`src/rtl/idct_block_fetcher_pkg.sv`:
```
// Shared types and SRAM map constants for the IDCT fetch/write-back stages.
package idct_block_fetcher_pkg;

    typedef enum logic [2:0] {
        S_IDLE,
        S_FETCH,
        S_DRAIN,
        S_WAIT_BANK,
        S_DONE
    } fetch_state_e;

    typedef enum logic [1:0] {
        PLANE_Y,
        PLANE_U,
        PLANE_V
    } plane_e;

    localparam int unsigned PRE_IDCT_BASE_ADDR  = 76800;
    localparam int unsigned PRE_IDCT_ROW_STRIDE = 320;
    localparam int unsigned Y_BASE_ADDR         = 0;
    localparam int unsigned U_BASE_ADDR         = 38400;
    localparam int unsigned V_BASE_ADDR         = 57600;

    // {bank, row, col} address into the two-bank block buffer
    function automatic int buf_addr_width(input int block_dim);
        return 1 + 2 * $clog2(block_dim);
    endfunction

    function automatic int unsigned plane_base(input plane_e plane);
        case (plane)
            PLANE_U: return U_BASE_ADDR;
            PLANE_V: return V_BASE_ADDR;
            default: return Y_BASE_ADDR;
        endcase
    endfunction

endpackage

```
`src/rtl/idct_block_fetcher_tag_pipe.sv`:
```
// sram_tag_pipe: LATENCY-deep valid+tag shift register that follows SRAM reads
// so returning data can be paired with its destination.
module sram_tag_pipe #(
    parameter int LATENCY = 2,
    parameter int TAG_W   = 7
) (
    input  logic             clk_i,
    input  logic             rst_i,
    input  logic             push_i,
    input  logic [TAG_W-1:0] tag_i,
    output logic             valid_o,
    output logic [TAG_W-1:0] tag_o,
    output logic             empty_o
);

    logic [LATENCY-1:0] valid_q;
    logic [TAG_W-1:0]   tag_q [LATENCY];

    always_ff @(posedge clk_i) begin
        if (rst_i) begin
            valid_q <= '0;
        end else begin
            valid_q[0] <= push_i;
            for (int i = 1; i < LATENCY; i++) begin
                valid_q[i] <= valid_q[i-1];
            end
        end
    end

    // NOTE: the tag array is deliberately left without reset; a stale tag is harmless because valid_q gates it.
    always_ff @(posedge clk_i) begin
        tag_q[0] <= tag_i;
        for (int i = 1; i < LATENCY; i++) begin
            tag_q[i] <= tag_q[i-1];
        end
    end

    assign valid_o = valid_q[LATENCY-1];
    assign tag_o   = tag_q[LATENCY-1];
    assign empty_o = ~|valid_q;

endmodule

```
`src/rtl/idct_block_fetcher.sv`:
```
// Walks the pre-IDCT coefficient image block by block, one SRAM read per cycle,
// filling a ping-pong block buffer for the matrix-multiply stage.
module idct_block_fetcher
    import idct_block_fetcher_pkg::*;
#(
    parameter int BLOCK_DIM      = 8,
    parameter int ADDR_W         = 18,
    parameter int DATA_W         = 16,
    parameter int BASE_ADDR      = PRE_IDCT_BASE_ADDR,
    parameter int ROW_STRIDE     = PRE_IDCT_ROW_STRIDE,
    parameter int BLOCKS_PER_ROW = 40,
    parameter int BLOCK_ROWS     = 30,
    parameter int SRAM_LATENCY   = 2
) (
    input  logic                                   Clock,
    input  logic                                   Reset,
    input  logic                                   Start,
    output logic [ADDR_W-1:0]                      SRAM_address,
    input  logic [DATA_W-1:0]                      SRAM_read_data,
    output logic                                   SRAM_we_n,
    output logic [buf_addr_width(BLOCK_DIM)-1:0]   Buf_address,
    output logic [DATA_W-1:0]                      Buf_write_data,
    output logic                                   Buf_we,
    output logic [1:0]                             Bank_full,
    input  logic [1:0]                             Bank_release,
    output logic                                   Busy,
    output logic                                   Done
);

    localparam int CW     = $clog2(BLOCK_DIM);
    localparam int TAG_W  = 1 + 2 * CW;
    localparam int BCW    = $clog2(BLOCKS_PER_ROW + 1);
    localparam int BRW    = $clog2(BLOCK_ROWS + 1);
    localparam logic [ADDR_W-1:0] BLOCK_STEP    = ADDR_W'(BLOCK_DIM);
    localparam logic [ADDR_W-1:0] ROW_WRAP_STEP =
        ADDR_W'(BLOCK_DIM * ROW_STRIDE - (BLOCKS_PER_ROW - 1) * BLOCK_DIM);
    localparam longint LAST_ADDR = longint'(BASE_ADDR)
        + longint'(BLOCK_ROWS * BLOCK_DIM - 1) * longint'(ROW_STRIDE)
        + longint'(BLOCKS_PER_ROW * BLOCK_DIM - 1);

    fetch_state_e      state_q, state_d;
    logic              bank_q, bank_d;
    logic [BCW-1:0]    block_col_q, block_col_d;
    logic [BRW-1:0]    block_row_q, block_row_d;
    logic [ADDR_W-1:0] block_base_q, block_base_d;
    logic [ADDR_W-1:0] row_off_q, row_off_d;
    logic [CW-1:0]     row_q, row_d;
    logic [CW-1:0]     col_q, col_d;
    logic [1:0]        bank_full_q, bank_full_d;
    logic [1:0]        set_mask;
    logic              push;
    logic              next_bank;

    logic              buf_we_q;
    logic [TAG_W-1:0]  buf_addr_q;
    logic [DATA_W-1:0] buf_data_q;

    logic              tag_valid;
    logic [TAG_W-1:0]  tag_out;
    logic              pipe_empty;

    sram_tag_pipe #(
        .LATENCY (SRAM_LATENCY),
        .TAG_W   (TAG_W)
    ) u_tag_pipe (
        .clk_i   (Clock),
        .rst_i   (Reset),
        .push_i  (push),
        .tag_i   ({bank_q, row_q, col_q}),
        .valid_o (tag_valid),
        .tag_o   (tag_out),
        .empty_o (pipe_empty)
    );

    assign next_bank = ~bank_q;

    // NOTE: every combinational output gets its default first, so no path can infer a latch.
    always_comb begin
        state_d      = state_q;
        bank_d       = bank_q;
        block_col_d  = block_col_q;
        block_row_d  = block_row_q;
        block_base_d = block_base_q;
        row_off_d    = row_off_q;
        row_d        = row_q;
        col_d        = col_q;
        set_mask     = 2'b00;
        push         = 1'b0;

        case (state_q)
            S_IDLE: begin
                if (Start) begin
                    state_d      = S_FETCH;
                    bank_d       = 1'b0;
                    block_col_d  = '0;
                    block_row_d  = '0;
                    block_base_d = ADDR_W'(BASE_ADDR);
                    row_off_d    = '0;
                    row_d        = '0;
                    col_d        = '0;
                end
            end
            S_FETCH: begin
                push  = 1'b1;
                col_d = col_q + 1'b1;
                if (col_q == CW'(BLOCK_DIM - 1)) begin
                    row_d     = row_q + 1'b1;
                    row_off_d = row_off_q + ADDR_W'(ROW_STRIDE);
                    if (row_q == CW'(BLOCK_DIM - 1)) begin
                        row_off_d = '0;
                        state_d   = S_DRAIN;
                    end
                end
            end
            S_DRAIN: begin
                if (pipe_empty) begin
                    set_mask[bank_q] = 1'b1;
                    bank_d           = next_bank;
                    if (block_col_q == BCW'(BLOCKS_PER_ROW - 1)) begin
                        block_col_d  = '0;
                        block_row_d  = block_row_q + 1'b1;
                        block_base_d = block_base_q + ROW_WRAP_STEP;
                    end else begin
                        block_col_d  = block_col_q + 1'b1;
                        block_base_d = block_base_q + BLOCK_STEP;
                    end
                    if (block_row_q == BRW'(BLOCK_ROWS - 1) &&
                        block_col_q == BCW'(BLOCKS_PER_ROW - 1)) begin
                        state_d = S_DONE;
                    end else if (bank_full_q[next_bank] && !Bank_release[next_bank]) begin
                        state_d = S_WAIT_BANK;
                    end else begin
                        state_d = S_FETCH;
                    end
                end
            end
            S_WAIT_BANK: begin
                // a release arriving this cycle frees the bank in time for next-cycle fetch
                if (!bank_full_q[bank_q] || Bank_release[bank_q]) begin
                    state_d = S_FETCH;
                end
            end
            S_DONE: state_d = S_IDLE;
            default: state_d = S_IDLE;
        endcase

        // set beats a simultaneous release of the same bank
        bank_full_d = (bank_full_q & ~Bank_release) | set_mask;
    end

    always_ff @(posedge Clock) begin
        if (Reset) begin
            state_q      <= S_IDLE;
            bank_q       <= 1'b0;
            block_col_q  <= '0;
            block_row_q  <= '0;
            block_base_q <= '0;
            row_off_q    <= '0;
            row_q        <= '0;
            col_q        <= '0;
            bank_full_q  <= 2'b00;
            buf_we_q     <= 1'b0;
            buf_addr_q   <= '0;
            buf_data_q   <= '0;
        end else begin
            state_q      <= state_d;
            bank_q       <= bank_d;
            block_col_q  <= block_col_d;
            block_row_q  <= block_row_d;
            block_base_q <= block_base_d;
            row_off_q    <= row_off_d;
            row_q        <= row_d;
            col_q        <= col_d;
            bank_full_q  <= bank_full_d;
            buf_we_q     <= tag_valid;
            if (tag_valid) begin
                buf_addr_q <= tag_out;
                buf_data_q <= SRAM_read_data;
            end
        end
    end

    always_ff @(posedge Clock) begin
        if (!Reset) begin
            assert (LAST_ADDR < (longint'(1) << ADDR_W));
            assert ((BLOCK_DIM & (BLOCK_DIM - 1)) == 0 && BLOCK_DIM >= 4 && BLOCK_DIM <= 16);
        end
    end

    assign SRAM_address   = block_base_q + row_off_q + ADDR_W'(col_q);
    assign SRAM_we_n      = 1'b1;
    assign Buf_address    = buf_addr_q;
    assign Buf_write_data = buf_data_q;
    assign Buf_we         = buf_we_q;
    assign Bank_full      = bank_full_q;
    assign Busy           = (state_q != S_IDLE);
    assign Done           = (state_q == S_DONE);

endmodule

```
`config.mk`:
```
export PLATFORM = sky130hd
export DESIGN_NAME = idct_block_fetcher
export DESIGN_NICKNAME = d
export VERILOG_FILES = /design/src/rtl/idct_block_fetcher_pkg.sv /design/src/rtl/idct_block_fetcher_tag_pipe.sv /design/src/rtl/idct_block_fetcher.sv
export SDC_FILE = /design/constraint.sdc
export NUM_CORES = 1
export LEC_CHECK = 0
export CAP_MARGIN = 25
export CORE_AREA = 8 8 118 120
export CTS_CLUSTER_SIZE = 14
export DETAILED_ROUTE_END_ITERATION = 6
export DIE_AREA = 0 0 126 128
export GPL_TIMING_DRIVEN = 0
export PLACE_DENSITY = 0.57
export SLEW_MARGIN = 20
export SYNTH_ARGS = -nofsm -noshare
export SYNTH_HDL_FRONTEND = slang
export SYNTH_HIERARCHICAL = 1
export SYNTH_SLANG_ARGS = --single-unit
```
`constraint.sdc`:
```
create_clock -name Clock -period 2.5 [get_ports Clock]
set_clock_uncertainty 0.05 [all_clocks]
set_input_delay 0.25 -clock Clock [delete_from_list [all_inputs] [get_ports Clock]]
set_output_delay 0.25 -clock Clock [all_outputs]
set_load 0.01 [all_outputs]
```
==> flow_summary.toml, run 1 <==
[run_status]
outcome = "complete, but fails checks"
violations = "negative setup slack"

[route]
drt_wl_total_um = 12600
top_layer_used = "met4"
drcViolationCount = 0
drt-wirelength-per-cell_um = 16.1
route.vias.total = 4198
ant_nets = 0
dr.pass1.iters = 4
routedLengthMet1_um = 5760
dr_wl_met2_um = 6030
avgViaCountPerCell = 5.36
drt_iter0_markers = 240
route.met3.wl_um = 550

[setup_path]
critPathLaunchType = "register"
crit_arrival_ns = 2.35
crit_path_end_kind = "primary output"
critPathMaxFanout = 4
rrSetupSlack_ns = 0.24
path_class = "reg -> out"
cp.required_ns = 2.20
rr_endpoint = "block_base_q[13]$_SDFFE_PP0P_"
setup.worst_path.start = "block_base_q[10]$_SDFFE_PP0P_"
r2r_start = "u_tag_pipe/valid_q[1]$_SDFF_PP0_"
r2r_cells = 7
crit_end = "SRAM_address[15]"

[place]
dp.cells = 755
place_congestion = 0.840
post_dp_cell_area_sq_um = 5610
port_buffers = 66
dp.final_hpwl_um = 9090

[synthesis]
synthCells = 536
synthFlopType = "dfxtp_1"
ys_seq_elements = 90
yosysTopAreaCell = "dfxtp_1"
syn_avg_cell_area_sq_um = 8.86
synth_commonest_cells = "dfxtp_1, nor2_1, nand2_1, ha_1, mux2i_1"
synthTopCellsByArea = "dfxtp_1, ha_1, mux2i_1, nor2_1, xnor2_1"
yosysSeqAreaShare = 0.379
synth_top_area_frac = 0.379
synth-async-reset-ratio = 0
ys.warnings.count = 6
synth_edf_count = 0
yosysMostFrequentCell = "dfxtp_1"
synthesis.area_sq_um = 4750
synth_cell_types = 64

[pwr]
power_density_nw_per_um2 = 627
ir_drop_v = 0.000295
totalPowerFinal_w = 0.00396
leakagePower_nw = 2.39

[cts]
numClockSinks = 90
cts_made_buffers = 9
root_buffer = "clkbuf_16"
clockBufferDepth = 2
h-tree-depth = 3
cts_tree = "built"
clock_latency_ns = 0.34
path_clk_slew_ns = 0.07

[cells_and_area]
nets = 683
layout-drive-gt1-share = 0.177
antenna_cells = 0
stdcell_count = 783
postLayoutCellArea_sq_um = 6310
area_growth_pct = 32.8

[timing]
maxSlewHeadroom = 0.523
setup_slack_ns = -0.153
hold_viol_final = 0
rsz0062_at_grt = "yes"
setup-violations-final = 5
period_share = 1.06
fin_setup_tns_ns = -0.543
fmax_mhz = 377
slew_violations = 0
min_period_ns = 2.65
worst_pin_slew_ns = 0.716

[run]
cap_violations = 0

[global_route]
grtUsageTotal = 0.156
grt_pass1_vias = 4106
grt_overflow_total = 0
grt_max_degree = 18
antenna_found_initial = 0
grt_pass1_wl_um = 20500

[die]
die_height_um = 128
die_width_um = 126
rows = 41
pin_count = 68
start_util = 0.389
die_area_sq_um = 16100
core_area_sq_um = 12200

[min_path]
hold_path.class = "reg -> reg"
[critical path: stages, from the launching register on]
cell and delay (ns):
dfxtp_4 0.37, ha_4 0.26, ha_4 0.19, or4_4 0.52, o21ai_2 0.08, a31o_4 0.15
buf_6 0.11, nand3_2 0.08, o311ai_2 0.07, buf_2 0.17
[per-layer routing]
| metal | vias to the layer above | global-route usage |
|---|---|---|
| met3 | 19 | 0.0287 |
| met5 | - | 0 |
| li1 | 2088 | - |
| met4 | 0 | 0.0658 |
| met1 | 1993 | 0.194 |
| met2 | 98 | 0.261 |
[state kept, by name, indices dropped and copies added, names as in the netlist]
signal	count
Bank_full	2
block_base_q	15
col_q	3
state_q	3
bank_q	1
u_tag_pipe/valid_q	2
block_row_q	5
row_off_q	12
Buf_address	7
u_tag_pipe/tag_q	14
row_q	3
block_col_q	6
Buf_write_data	16
Buf_we	1
[metrics by stage]
step	setup slack, ns	utilization	hold slack (ns)
6_report	-0.153	0.517	0.275
2_1_floorplan	0.155	-	0.260
3_3_place_gp	-0.544	0.459	0.261
5_1_grt	-0.218	0.517	0.283
3_5_place_dp	-0.565	0.459	0.263
4_1_cts	-0.193	0.509	0.277
[how the worst min path moves through the flow]
stage | from | end | slack [ns] | depth (start not counted)
CTS | u_tag_pipe/tag_q[0][3]$_DFF_P_ | u_tag_pipe/tag_q[0][10]$_DFF_P_ | 0.28 | 0
floorplan | u_tag_pipe/tag_q[0][3]$_DFF_P_ | u_tag_pipe/tag_q[0][10]$_DFF_P_ | 0.26 | 0
global route | u_tag_pipe/tag_q[0][4]$_DFF_P_ | u_tag_pipe/tag_q[0][11]$_DFF_P_ | 0.28 | 0
finish | u_tag_pipe/tag_q[0][3]$_DFF_P_ | u_tag_pipe/tag_q[0][10]$_DFF_P_ | 0.28 | 0
detailed placement | u_tag_pipe/tag_q[0][0]$_DFF_P_ | u_tag_pipe/tag_q[0][7]$_DFF_P_ | 0.26 | 0
global placement | u_tag_pipe/tag_q[0][0]$_DFF_P_ | u_tag_pipe/tag_q[0][7]$_DFF_P_ | 0.26 | 0
[layout make-up]
class,instances,area [sq um]
fill,1161,5900
multi-input combinational,407,3050
sequential,90,1850
timing repair buffer,81,747
clock buffer,9,225
tap,150,188
buffer,28,150
clock inverter,7,63.8
inverter,11,41.3
[cells by family after synthesis]
logic type | after synthesis | share of synthesized area
xor+xnor | 33 | 0.0609
compound gates | 99 | 0.138
flops | 90 | 0.379
buf+inv | 42 | 0.0427
other cells | 2 | 0.00158
simple gates | 202 | 0.214
mux | 34 | 0.0719
fa+ha+maj | 34 | 0.0912
[timing repair]
item	CTS	global route
setup buffers	13	2
hold buffers	0	0
resized for setup	86	18
pin swaps	13	9
setup endpoints to repair	9	15
[report_power, final]
| part | leakage, nW | internal [W] | switching [W] | total, W |
|---|---|---|---|---|
| Combinational | 1.51 | 0.000460 | 0.000551 | 0.00101 |
| Clock | 0.139 | 0.000692 | 0.000621 | 0.00131 |
| Sequential | 0.739 | 0.00154 | 0.0000933 | 0.00163 |
[placed cells by master (no fill, tap or decap), types with 4 or more instances in the layout]
cell and instances:
o2111ai_1 6, or3_1 8, dfxtp_1 72, o211ai_1 4, buf_2 10, dfxtp_2 9, and2_1 4, nand3_1 11
dfxtp_4 9, a21oi_1 27, nor2b_1 6, clkdlybuf4s50_1 57, xor2_1 14, and3_1 8, conb_1 5, clkbuf_16 9
a211oi_1 4, nor2_1 77, a21o_1 5, o21a_1 4, nand2_1 34, xnor2_1 18, mux2i_1 33, nand2b_1 6
ha_1 16, inv_1 11, nor3_1 15, clkbuf_1 13, nand4_1 10, ha_4 16, buf_4 22, o21ai_0 15
Note: power is estimated with default switching activity, not from simulation.
==> run 2: changes to the inputs <==
Settings changed: CORE_AREA 8 8 118 120 to 10 10 120 122, CTS_CLUSTER_DIAMETER set to 40, DIE_AREA 0 0 126 128 to 0 0 130 132.
==> run 2 against run 1 <==
The run still ends with negative setup slack left. First-iteration DRC count down 18%. Global-route usage down 1.5 points. Worst setup slack better by 0.0024 ns. Cell area down 0.60%. Fmax about the same. Total power up 0.86%. Hold slack better by 0.0034 ns. Non-clock buffer count unchanged. Flip-flop and latch count unchanged. Die area up 6.4%. Highest routed layer unchanged.
==> flow_summary.toml, run 2 (synthesis results as in run 1) <==
[timing]
maxSlewHeadroom = 0.525
worst_pin_slew_ns = 0.712
rsz0062_at_grt = "yes"
period_share = 1.06
whs_ns = 0.279
slew_violations = 0
hold_viol_final = 0
fmax_mhz = 377
min_period_ns = 2.65
setup_slack_ns = -0.150
setup-violations-final = 6

[cells_and_area]
layout_common_cells = "nor2_1, dfxtp_1, clkdlybuf4s50_1"
final_common_cell = "nor2_1"
layout-drive-gt1-share = 0.172
fill_cells = 1120
postLayoutCellArea_sq_um = 6270
nets = 683
antenna_cells = 0
area_growth_pct = 32.0
largest_reg_flops = 16

[place]
port_buffers = 66
dp.final_hpwl_um = 8980
post_dp_cell_area_sq_um = 5600
place_congestion = 0.823

[global_route]
antenna_found_initial = 0
grt_pass1_wl_um = 19700
grt_pass1_vias = 3837
grt_overflow_total = 0
grt_max_degree = 19
grtUsageTotal = 0.141

[cts]
cts_hold_buf = 0
path_clk_slew_ns = 0.07
numClockSinks = 90
clock_latency_ns = 0.35
cts_made_buffers = 9
h-tree-depth = 3
cts_tree = "built"
root_buffer = "clkbuf_16"
clockBufferDepth = 2

[route]
avgViaCountPerCell = 5.22
route.vias.total = 4073
drt_iter0_markers = 198
ant_nets = 0
drcViolationCount = 0
drt-wirelength-per-cell_um = 15.7
dr.pass1.iters = 4
drt_wl_total_um = 12200

[setup_path]
cp.required_ns = 2.20
crit_arrival_ns = 2.35
crit_chain = "ha_1, ha_4, or4b_2, o311a_1, o311ai_2, buf_2"
cp_slowest_stage_delay_ns = 0.59
path_class = "reg -> out"
slowest_stage = "or4b_2"
rrSetupSlack_ns = 0.31
critPathMaxFanout = 9
crit_path_end_kind = "primary output"
critPathLaunchType = "register"

[die]
core_area_sq_um = 11900
die_width_um = 130
die_height_um = 132
die_area_sq_um = 17200
pin_count = 68
start_util = 0.399
rows = 40

[run_status]
outcome = "complete, but fails checks"
violations = "negative setup slack"

[run]
cap_violations = 0

[min_path]
hold_path.class = "reg -> reg"

[pwr]
power_density_nw_per_um2 = 637
totalPowerFinal_w = 0.00399
ir_drop_v = 0.000493
leakagePower_nw = 2.40
run 2: path summary, 6_finish.rpt:
check	endpoint	depth (start not counted)	startpoint
min	u_tag_pipe/tag_q[0][7]$_DFF_P_	0	u_tag_pipe/tag_q[0][0]$_DFF_P_
min reg2reg	u_tag_pipe/tag_q[0][7]$_DFF_P_	0	u_tag_pipe/tag_q[0][0]$_DFF_P_
max	SRAM_address[15]	6	row_off_q[15]$_SDFFE_PP0P_
max reg2reg	row_off_q[9]$_SDFFE_PP0P_	7	col_q[0]$_SDFFE_PP0P_
run 2: where the power goes:
part           switching (W)  internal, W
logic               0.000547     0.000462
registers          0.0000914      0.00154
clock network       0.000649     0.000704
run 2: layout make-up:
class,instances,area [sq um],share of cell area
sequential,90,1850,0.295
clock inverter,7,72.6,0.0116
tap,147,184,0.0293
inverter,11,41.3,0.00659
multi-input combinational,407,3000,0.478
buffer,28,150,0.0239
clock buffer,9,225,0.0359
timing repair buffer,81,749,0.120
run 2: metal layers:
metal	routed length, um	share of wire	global-route usage
met3	546	0.045	0.0346
met2	5940	0.49	0.230
met1	5600	0.46	0.177
met4	144	0.012	0.0463
met5	0	0	0
run 2: worst max-delay path: cells and delay by family (launching register included):
kind | cells | cell delay (ns)
adder cells (fa/ha/maj) | 2 | 0.66
AND/OR/NAND/NOR | 1 | 0.59
flip-flops | 1 | 0.33
AO/OA/AOI/OAI | 2 | 0.24
buffers and inverters | 1 | 0.17
run 2: stage by stage:
step                      worst slack, ns  setup TNS [ns]  cells  utilization
after global placement             -0.550           -3.01    752        0.470
after detailed placement           -0.575           -3.26    752        0.470
after CTS                          -0.148          -0.549    777        0.521
after floorplan                     0.155               0    539            -
final                              -0.150          -0.567    780        0.526
after global routing               -0.230           -1.27    780        0.526
run 2: repair_timing:
action,4_1_cts,5_1_grt
endpoints found under the setup margin,10,16
gates cloned,0,0
resized for setup,85,13
setup buffers,12,3
pin swaps,15,10
